<file path="config.mk">
export PLATFORM = sky130hd
export DESIGN_NAME = axi_lite_imp_dma_csr_flat
export DESIGN_NICKNAME = d
export VERILOG_FILES = /design/src/rtl/axi_lite_imp_dma_csr_if.sv /design/src/rtl/axi_lite_imp_dma_csr.sv /design/src/flat_wrapper.sv
export SDC_FILE = /design/constraint.sdc
export NUM_CORES = 1
export LEC_CHECK = 0
export ABC_AREA = 0
export BUFFER_PORTS_ARGS = -buffer_cell sky130_fd_sc_hd__buf_4
export CAP_MARGIN = 25
export CELL_PAD_IN_SITES_DETAIL_PLACEMENT = 1
export CELL_PAD_IN_SITES_GLOBAL_PLACEMENT = 1
export CORE_MARGIN = 8
export CORE_UTILIZATION = 32
export CTS_BUF_LIST = sky130_fd_sc_hd__clkbuf_8
export DETAILED_ROUTE_END_ITERATION = 8
export PLACE_DENSITY = 0.69
export SKIP_LAST_GASP = 1
export SLEW_MARGIN = 0
export SYNTH_ARGS = -nofsm -noshare
export SYNTH_HDL_FRONTEND = slang
export SYNTH_SLANG_ARGS = --single-unit
</file>
<file path="constraint.sdc">
create_clock -name clk -period 2.9 [get_ports clk]
set_input_delay 0.87 -clock clk [delete_from_list [all_inputs] [get_ports clk]]
set_output_delay 0.87 -clock clk [all_outputs]
set_load 0.05 [all_outputs]
</file>
<file path="src/rtl/axi_lite_imp_dma_csr_if.sv">
// AXI-Lite bus bundle used as the register access port of the image-DMA CSR block.
interface AXI_LITE #(
  parameter int unsigned AXI_ADDR_WIDTH = 32,
  parameter int unsigned AXI_DATA_WIDTH = 32
);
  logic [AXI_ADDR_WIDTH-1:0]   aw_addr;
  logic                        aw_valid, aw_ready;
  logic [AXI_DATA_WIDTH-1:0]   w_data;
  logic [AXI_DATA_WIDTH/8-1:0] w_strb;
  logic                        w_valid, w_ready;
  logic [1:0]                  b_resp;
  logic                        b_valid, b_ready;
  logic [AXI_ADDR_WIDTH-1:0]   ar_addr;
  logic                        ar_valid, ar_ready;
  logic [AXI_DATA_WIDTH-1:0]   r_data;
  logic [1:0]                  r_resp;
  logic                        r_valid, r_ready;

  modport Slave (
    input  aw_addr, aw_valid, output aw_ready,
    input  w_data, w_strb, w_valid, output w_ready,
    output b_resp, b_valid, input b_ready,
    input  ar_addr, ar_valid, output ar_ready,
    output r_data, r_resp, r_valid, input r_ready
  );
  modport Master (
    output aw_addr, aw_valid, input aw_ready,
    output w_data, w_strb, w_valid, input w_ready,
    input  b_resp, b_valid, output b_ready,
    output ar_addr, ar_valid, input ar_ready,
    input  r_data, r_resp, r_valid, output r_ready
  );
endinterface

</file>
<file path="src/rtl/axi_lite_imp_dma_csr.sv">
// AXI-Lite CSR block for NUM_CH image-DMA channels: config, start pulses, W1C status, done counter, irq.
// Define IMP_DMA_CSR_CFG_LOCK_EN to reject config writes (0x00-0x0C) on a busy channel with SLVERR.
module axi_lite_imp_dma_csr #(
  parameter int unsigned NUM_CH         = 2,
  parameter int unsigned AXI_ADDR_WIDTH = 32,
  parameter int unsigned AXI_DATA_WIDTH = 32,
  parameter logic [AXI_ADDR_WIDTH-1:0] BASE_ADDR = 32'h0010_0000
) (
  input  logic                 clk,
  input  logic                 rst,
  AXI_LITE.Slave               slv,
  output logic [NUM_CH*32-1:0] ch_baddr_o,
  output logic [NUM_CH*32-1:0] ch_pitch_o,
  output logic [NUM_CH*16-1:0] ch_hsize_o,
  output logic [NUM_CH*16-1:0] ch_vsize_o,
  output logic [NUM_CH*8-1:0]  ch_minx_o,
  output logic [NUM_CH*8-1:0]  ch_miny_o,
  output logic [NUM_CH-1:0]    ch_start_o,
  input  logic [NUM_CH-1:0]    ch_busy_i,
  input  logic [NUM_CH-1:0]    ch_done_i,
  input  logic [NUM_CH-1:0]    ch_err_i,
  output logic                 irq_o
);
  localparam logic [1:0] OKAY = 2'b00, SLVERR = 2'b10, DECERR = 2'b11;
  localparam logic [AXI_ADDR_WIDTH-1:0] SPAN = AXI_ADDR_WIDTH'(32 * NUM_CH);

  typedef enum logic {W_IDLE, W_RESP} w_state_e;
  typedef enum logic {R_IDLE, R_RESP} r_state_e;

  w_state_e w_state_q, w_state_d;
  r_state_e r_state_q, r_state_d;
  logic [1:0]  bresp_q, rresp_q, w_resp;
  logic [31:0] rdata_q, rdata_d;
  logic        irq_q, w_hs, r_hs, w_hit, r_hit, busy_w;
  logic [AXI_ADDR_WIDTH-1:0] w_off, r_off;
  logic [2:0]  w_ch, w_reg, r_ch, r_reg;

  logic [NUM_CH-1:0][31:0] baddr_a, pitch_a, size_a;
  logic [NUM_CH-1:0][15:0] minxy_a, cnt_a;
  logic [NUM_CH-1:0]       irq_en_a, done_a, err_a, irq_src;

  // Subtracting the base makes below-base addresses wrap to large offsets, so one compare decodes both ends.
  assign w_off = slv.aw_addr - BASE_ADDR;
  assign r_off = slv.ar_addr - BASE_ADDR;
  assign w_hit = w_off < SPAN;
  assign r_hit = r_off < SPAN;
  assign w_ch  = w_off[7:5];
  assign w_reg = w_off[4:2];
  assign r_ch  = r_off[7:5];
  assign r_reg = r_off[4:2];
  assign w_hs  = (w_state_q == W_IDLE) & slv.aw_valid & slv.w_valid;
  assign r_hs  = (r_state_q == R_IDLE) & slv.ar_valid;

  always_comb begin
    busy_w = 1'b0;
    for (int c = 0; c < NUM_CH; c++)
      if (w_ch == 3'(c)) busy_w = ch_busy_i[c];
    w_resp = OKAY;
    if (!w_hit)
      w_resp = DECERR;
    else if (w_reg == 3'd4 && slv.w_strb[0] && slv.w_data[0] && busy_w)
      w_resp = SLVERR;
`ifdef IMP_DMA_CSR_CFG_LOCK_EN
    else if (!w_reg[2] && busy_w)
      w_resp = SLVERR;
`endif
  end

  for (genvar c = 0; c < NUM_CH; c++) begin : g_ch
    logic [31:0] baddr_q, pitch_q, size_q;
    logic [15:0] minxy_q, cnt_q;
    logic        irq_en_q, done_q, err_q, start_q;
    logic        sel, lock, cfg_we, ctrl_we, stat_we, start_rej;

    assign sel = w_hs & w_hit & (w_ch == 3'(c));
`ifdef IMP_DMA_CSR_CFG_LOCK_EN
    assign lock = ch_busy_i[c];
`else
    assign lock = 1'b0;
`endif
    assign cfg_we    = sel & ~w_reg[2] & ~lock;
    assign ctrl_we   = sel & (w_reg == 3'd4) & slv.w_strb[0];
    assign stat_we   = sel & (w_reg == 3'd5) & slv.w_strb[0];
    assign start_rej = ctrl_we & slv.w_data[0] & ch_busy_i[c];

    always_ff @(posedge clk) begin
      if (rst) begin
        baddr_q <= '0; pitch_q <= '0; size_q <= '0; minxy_q <= '0; cnt_q <= '0;
        irq_en_q <= 1'b0; done_q <= 1'b0; err_q <= 1'b0; start_q <= 1'b0;
      end else begin
        for (int b = 0; b < 4; b++) begin
          if (cfg_we && slv.w_strb[b]) begin
            if (w_reg == 3'd0) baddr_q[8*b +: 8] <= slv.w_data[8*b +: 8];
            if (w_reg == 3'd1) pitch_q[8*b +: 8] <= slv.w_data[8*b +: 8];
            if (w_reg == 3'd2) size_q[8*b +: 8]  <= slv.w_data[8*b +: 8];
          end
        end
        for (int b = 0; b < 2; b++)
          if (cfg_we && w_reg == 3'd3 && slv.w_strb[b]) minxy_q[8*b +: 8] <= slv.w_data[8*b +: 8];
        if (ctrl_we) irq_en_q <= slv.w_data[1];
        start_q <= ctrl_we & slv.w_data[0] & ~ch_busy_i[c];
        // Hardware set events take priority over a simultaneous software clear.
        done_q <= ch_done_i[c] | (done_q & ~(stat_we & slv.w_data[1]));
        err_q  <= ch_err_i[c] | start_rej | (err_q & ~(stat_we & slv.w_data[2]));
        if (ch_done_i[c]) cnt_q <= cnt_q + 16'd1;
      end
    end

    assign baddr_a[c]  = baddr_q;
    assign pitch_a[c]  = pitch_q;
    assign size_a[c]   = size_q;
    assign minxy_a[c]  = minxy_q;
    assign cnt_a[c]    = cnt_q;
    assign irq_en_a[c] = irq_en_q;
    assign done_a[c]   = done_q;
    assign err_a[c]    = err_q;
    assign irq_src[c]  = irq_en_q & (done_q | err_q);
    assign ch_start_o[c]          = start_q;
    assign ch_baddr_o[32*c +: 32] = baddr_q;
    assign ch_pitch_o[32*c +: 32] = pitch_q;
    assign ch_hsize_o[16*c +: 16] = size_q[15:0];
    assign ch_vsize_o[16*c +: 16] = size_q[31:16];
    assign ch_minx_o[8*c +: 8]    = minxy_q[7:0];
    assign ch_miny_o[8*c +: 8]    = minxy_q[15:8];
  end

  always_comb begin
    rdata_d = '0;
    for (int c = 0; c < NUM_CH; c++) begin
      if (r_hit && r_ch == 3'(c)) begin
        case (r_reg)
          3'd0:    rdata_d = baddr_a[c];
          3'd1:    rdata_d = pitch_a[c];
          3'd2:    rdata_d = size_a[c];
          3'd3:    rdata_d = {16'h0, minxy_a[c]};
          3'd4:    rdata_d = {30'h0, irq_en_a[c], 1'b0};
          3'd5:    rdata_d = {29'h0, err_a[c], done_a[c], ch_busy_i[c]};
          3'd6:    rdata_d = {16'h0, cnt_a[c]};
          default: rdata_d = '0;
        endcase
      end
    end
  end

  always_ff @(posedge clk) begin
    if (rst) begin
      w_state_q <= W_IDLE;
      r_state_q <= R_IDLE;
      bresp_q   <= OKAY;
      rresp_q   <= OKAY;
      rdata_q   <= '0;
      irq_q     <= 1'b0;
    end else begin
      w_state_q <= w_state_d;
      r_state_q <= r_state_d;
      if (w_hs) bresp_q <= w_resp;
      if (r_hs) begin
        rdata_q <= rdata_d;
        rresp_q <= r_hit ? OKAY : DECERR;
      end
      irq_q <= |irq_src;
    end
  end

  always_comb begin
    w_state_d    = w_state_q;
    slv.aw_ready = 1'b0;
    slv.w_ready  = 1'b0;
    slv.b_valid  = 1'b0;
    case (w_state_q)
      W_IDLE: begin
        slv.aw_ready = slv.aw_valid & slv.w_valid;
        slv.w_ready  = slv.aw_valid & slv.w_valid;
        if (slv.aw_valid && slv.w_valid) w_state_d = W_RESP;
      end
      W_RESP: begin
        slv.b_valid = 1'b1;
        if (slv.b_ready) w_state_d = W_IDLE;
      end
      default: w_state_d = W_IDLE;
    endcase
  end

  always_comb begin
    r_state_d    = r_state_q;
    slv.ar_ready = 1'b0;
    slv.r_valid  = 1'b0;
    case (r_state_q)
      R_IDLE: begin
        slv.ar_ready = 1'b1;
        if (slv.ar_valid) r_state_d = R_RESP;
      end
      R_RESP: begin
        slv.r_valid = 1'b1;
        if (slv.r_ready) r_state_d = R_IDLE;
      end
      default: r_state_d = R_IDLE;
    endcase
  end

  assign slv.b_resp = bresp_q;
  assign slv.r_resp = rresp_q;
  assign slv.r_data = rdata_q;
  assign irq_o      = irq_q;
endmodule

</file>
<file path="src/flat_wrapper.sv">
// flat-port wrapper written by rule: the top's interface ports become plain ports
module axi_lite_imp_dma_csr_flat 
#(
  parameter int unsigned NUM_CH         = 2,
  parameter int unsigned AXI_ADDR_WIDTH = 32,
  parameter int unsigned AXI_DATA_WIDTH = 32,
  parameter logic [AXI_ADDR_WIDTH-1:0] BASE_ADDR = 32'h0010_0000
)
  (clk, rst, ch_baddr_o, ch_pitch_o, ch_hsize_o, ch_vsize_o, ch_minx_o, ch_miny_o, ch_start_o, ch_busy_i, ch_done_i, ch_err_i, irq_o, slv_aw_addr, slv_aw_valid, slv_aw_ready, slv_w_data, slv_w_strb, slv_w_valid, slv_w_ready, slv_b_resp, slv_b_valid, slv_b_ready, slv_ar_addr, slv_ar_valid, slv_ar_ready, slv_r_data, slv_r_resp, slv_r_valid, slv_r_ready);
  AXI_LITE #(.AXI_ADDR_WIDTH(AXI_ADDR_WIDTH), .AXI_DATA_WIDTH(AXI_DATA_WIDTH)) slv_i ();
  input  logic clk;
  input  logic rst;
  output logic [NUM_CH*32-1:0] ch_baddr_o;
  output logic [NUM_CH*32-1:0] ch_pitch_o;
  output logic [NUM_CH*16-1:0] ch_hsize_o;
  output logic [NUM_CH*16-1:0] ch_vsize_o;
  output logic [NUM_CH*8-1:0] ch_minx_o;
  output logic [NUM_CH*8-1:0] ch_miny_o;
  output logic [NUM_CH-1:0] ch_start_o;
  input  logic [NUM_CH-1:0] ch_busy_i;
  input  logic [NUM_CH-1:0] ch_done_i;
  input  logic [NUM_CH-1:0] ch_err_i;
  output logic irq_o;
  input wire logic [$bits(slv_i.aw_addr)-1:0] slv_aw_addr;
  input wire logic [$bits(slv_i.aw_valid)-1:0] slv_aw_valid;
  output wire logic [$bits(slv_i.aw_ready)-1:0] slv_aw_ready;
  input wire logic [$bits(slv_i.w_data)-1:0] slv_w_data;
  input wire logic [$bits(slv_i.w_strb)-1:0] slv_w_strb;
  input wire logic [$bits(slv_i.w_valid)-1:0] slv_w_valid;
  output wire logic [$bits(slv_i.w_ready)-1:0] slv_w_ready;
  output wire logic [$bits(slv_i.b_resp)-1:0] slv_b_resp;
  output wire logic [$bits(slv_i.b_valid)-1:0] slv_b_valid;
  input wire logic [$bits(slv_i.b_ready)-1:0] slv_b_ready;
  input wire logic [$bits(slv_i.ar_addr)-1:0] slv_ar_addr;
  input wire logic [$bits(slv_i.ar_valid)-1:0] slv_ar_valid;
  output wire logic [$bits(slv_i.ar_ready)-1:0] slv_ar_ready;
  output wire logic [$bits(slv_i.r_data)-1:0] slv_r_data;
  output wire logic [$bits(slv_i.r_resp)-1:0] slv_r_resp;
  output wire logic [$bits(slv_i.r_valid)-1:0] slv_r_valid;
  input wire logic [$bits(slv_i.r_ready)-1:0] slv_r_ready;
  assign slv_i.aw_addr = slv_aw_addr;
  assign slv_i.aw_valid = slv_aw_valid;
  assign slv_aw_ready = slv_i.aw_ready;
  assign slv_i.w_data = slv_w_data;
  assign slv_i.w_strb = slv_w_strb;
  assign slv_i.w_valid = slv_w_valid;
  assign slv_w_ready = slv_i.w_ready;
  assign slv_b_resp = slv_i.b_resp;
  assign slv_b_valid = slv_i.b_valid;
  assign slv_i.b_ready = slv_b_ready;
  assign slv_i.ar_addr = slv_ar_addr;
  assign slv_i.ar_valid = slv_ar_valid;
  assign slv_ar_ready = slv_i.ar_ready;
  assign slv_r_data = slv_i.r_data;
  assign slv_r_resp = slv_i.r_resp;
  assign slv_r_valid = slv_i.r_valid;
  assign slv_i.r_ready = slv_r_ready;
  axi_lite_imp_dma_csr #(.NUM_CH(NUM_CH), .AXI_ADDR_WIDTH(AXI_ADDR_WIDTH), .AXI_DATA_WIDTH(AXI_DATA_WIDTH), .BASE_ADDR(BASE_ADDR)) u_core (.clk(clk), .rst(rst), .slv(slv_i), .ch_baddr_o(ch_baddr_o), .ch_pitch_o(ch_pitch_o), .ch_hsize_o(ch_hsize_o), .ch_vsize_o(ch_vsize_o), .ch_minx_o(ch_minx_o), .ch_miny_o(ch_miny_o), .ch_start_o(ch_start_o), .ch_busy_i(ch_busy_i), .ch_done_i(ch_done_i), .ch_err_i(ch_err_i), .irq_o(irq_o));
endmodule
</file>
==> out/metrics.yaml <==
clock_tree:
  numCtsBuffers: 54
  cts_resized: 0
  cts_setup_buffers: 0
  cts_hold_buf: 0
  h-tree-depth: 2
  cts_tree: "built"
  clockBufferDepth: 3
  path_clk_slew_ns: 0.05
  insertion_delay_ns: 0.65
  cts-root-buf: "clkbuf_8"
  clock_sinks: 302
power_and_ir_drop:
  clkPwrFrac_pct: 44.2
  swShare_pct: 25.4
  max-vdd-ir-drop_mv: 0.299
  static-leakage-power_uw: 0.00929
  internal-power_uw: 6560
  power_density_nw_per_um2: 443
  total_power_uw: 8800
  p_switching_uw: 2240
  pwr-share-comb_pct: 8.2
  power_frac_seq_pct: 47.6
yosys:
  yosysWarnings: 0
  avgSynthCellArea_sq_um: 9.52
  synth_top_area_share_pct: 41.3
  ys_top_cells_by_count: "302 x dfxtp_1, 295 x mux2i_1, 267 x nand2b_1"
  synthArstFlopShare_pct: 0
  yosys.area.top_type: "dfxtp_1"
  synth-seq-area-share_pct: 41.3
  synth.cell_area_sq_um: 14600
  synth-seq-cells: 302
  synth_edf_count: 0
  synthTopCellsByArea: "dfxtp_1 41%, mux2i_1 20%, nand2b_1 11%"
  synthFlopType: "dfxtp_1"
  syn_nets: 1651
  yosysUniqueCellTypes: 55
  syn_inst: 1536
  synth_most_common_cell: "dfxtp_1"
final_layout:
  fin_nets: 2050
  areaGrowthSynthToFinish_pct: 35.9
  final_cells: 2565
  fin_util_pct: 43.9
  layout-drive-gt1-share_pct: 29.2
  design_area_sq_um: 19900
placement:
  place_inst: 2479
  hpwl_mm: 44.2
  numPortBuffers: 376
  place_congestion: 0.842
  place_area_sq_um: 18900
routing:
  dr.pass1.iters: 5
  dr.first_iter.drc_count: 695
  vias_per_cell: 5.16
  m1WireLength_mm: 24.8
  dr_wl_met2_mm: 29.7
  drt-total-wl_mm: 60.1
  num_vias: 13246
  drc: 0
  wl_per_cell_microns: 23.4
  postRouteAntennaNets: 0
  topRoutingLayerUsed: "met5"
  wl_met3_mm: 3.88
timing:
  slew_headroom_pct: 61.1
  min_period_over_period_pct: 88.5
  fin_crit_ns: 2.57
  drv_slew: 0
  worst_slew_pin_slew_ns: 0.583
  rsz0062_at_grt: "no"
  hold_viol: 0
  skew_ns: 0.0464
  fmaxAchievable_mhz: 389
  setup_viol: 0
  tns_ns: 0
run:
  drv_cap: 0
grt:
  grt_max_degree: 71
  antenna_found_initial: 3
  grt_pass1_vias: 14602
  grt_pass1_wl_mm: 90.5
  grt_overflow_total: 0
  grt_use_total_pct: 21.8
critical_path:
  end_kind: "primary output"
  path_max_fanout: 5
  start_kind: "flop"
  crit_required_ns: 2.03
  worstSetupPathType: "reg2out"
  arrival_ns: 1.70
worst_hold_path:
  hold_class: "in2reg"
die:
  io_pins: 381
  die_x_microns: 230
  initial_core_util_pct: 32.3
  core-area_sq_um: 45300
  die_area_sq_um: 52800
  core.rowCount: 78
  die_h_microns: 230
outcome:
  run_status: "finished, final reports clean"
[kinds of logic (layout without fill, tap and decap cells)]
kind of cell / count (synthesis) / in the layout / share of synthesized area, %
AO/OA/AOI/OAI: 205 / 205 / 9.51
XOR/XNOR: 28 / 28 / 1.68
adder cells (fa/ha/maj): 2 / 2 / 0.171
buffers and inverters: 135 / 563 / 3.70
flip-flops: 302 / 302 / 41.3
multiplexers: 309 / 309 / 21.3
other: 0 / 1 / 0
AND/OR/NAND/NOR: 555 / 555 / 22.3
[metrics by stage]
step / setup WS, ns / hold WS, ns
finish: 0.332 / 0.423
global route: 0.246 / 0.392
CTS: 0.282 / 0.367
detailed placement: -0.125 / 0.450
global placement: -0.100 / 0.442
floorplan: 0.0374 / 0.445
[power groups by stage]
stage | registers (uW) | clock network, uW | logic [uW]
final | 4180 | 3890 | 724
after global routing | 4180 | 4190 | 767
after CTS | 4180 | 4010 | 727
after detailed placement | 4270 | 0 | 724
after global placement | 4270 | 0 | 712
after floorplan | 4280 | 0 | 370
[critical path, stage by stage, from the launching register on]
cell and delay (ns):
dfxtp_1 0.31, nand3b_1 0.30, inv_1 0.24, buf_4 0.24
[flip-flops by register name, indices dropped and copies added (netlist names)]
name	flops
u_core.g_ch.baddr_q	64
u_core.w_state_q	1
u_core.r_state_q	1
u_core.g_ch.err_q	2
u_core.irq_o	1
u_core.g_ch.minxy_q	32
u_core.g_ch.cnt_q	32
u_core.g_ch.start_q	2
u_core.g_ch.size_q	64
u_core.slv.r_data	32
u_core.g_ch.pitch_q	64
u_core.g_ch.irq_en_q	2
u_core.g_ch.done_q	2
u_core.slv.r_resp	1
u_core.slv.b_resp	2
[placed cells by master, fill, tap and decap left out, drive strengths merged, types with 3 or more instances in the layout]
| master | synthesis | layout |
|---|---|---|
| nor2b | 6 | 6 |
| a211oi | 20 | 20 |
| o221ai | 7 | 7 |
| clkbuf | 82 | 62 |
| o41ai | 4 | 4 |
| and3 | 16 | 16 |
| nor3 | 15 | 15 |
| nor2 | 88 | 88 |
| nor4 | 21 | 21 |
| o2bb2ai | 9 | 9 |
| o21ai | 26 | 26 |
| inv | 16 | 36 |
| and4 | 3 | 3 |
| a21oi | 64 | 64 |
| xnor2 | 7 | 7 |
| nand2b | 267 | 267 |
| nor4b | 4 | 4 |
| dfxtp | 302 | 302 |
| mux2 | 13 | 13 |
| or4 | 3 | 3 |
| nand3 | 20 | 20 |
| or3 | 14 | 14 |
| o22ai | 4 | 4 |
| a211o | 21 | 21 |
| a22oi | 12 | 12 |
| nand2 | 59 | 59 |
| buf | 37 | 462 |
| mux2i | 295 | 295 |
| nand4 | 29 | 29 |
| xor2 | 21 | 21 |
| a221oi | 14 | 14 |
| o211ai | 13 | 13 |
[path summary, 6_finish.rpt]
kind | from | end | slack [ns] | depth (start not counted)
setup / recovery | u_core.w_state_q | slv_aw_ready | 0.33 | 3
setup reg to reg | u_core.w_state_q | u_core.g_ch[1].done_q | 0.88 | 4
hold / removal | slv_r_ready | u_core.r_state_q | 0.42 | 2
hold reg to reg | u_core.slv.r_data[19] | u_core.slv.r_data[19] | 0.45 | 2
[area by class of cell]
cell class	instances	area, sq um
fillers	5222	25400
multi-input cells	1099	8080
flip-flops and latches	302	6050
repair buffers	462	3940
clock buffers	62	853
well taps	600	751
clock inverters	23	150
inverters	16	60.1
diodes	1	2.50
[layer usage]
metal  vias up  track usage [%]
met2       363             38.2
li1       6210                -
met4         4             6.83
met1      6564             25.3
met5         -                0
met3       105             6.35
(Power assumes the default switching activity.)
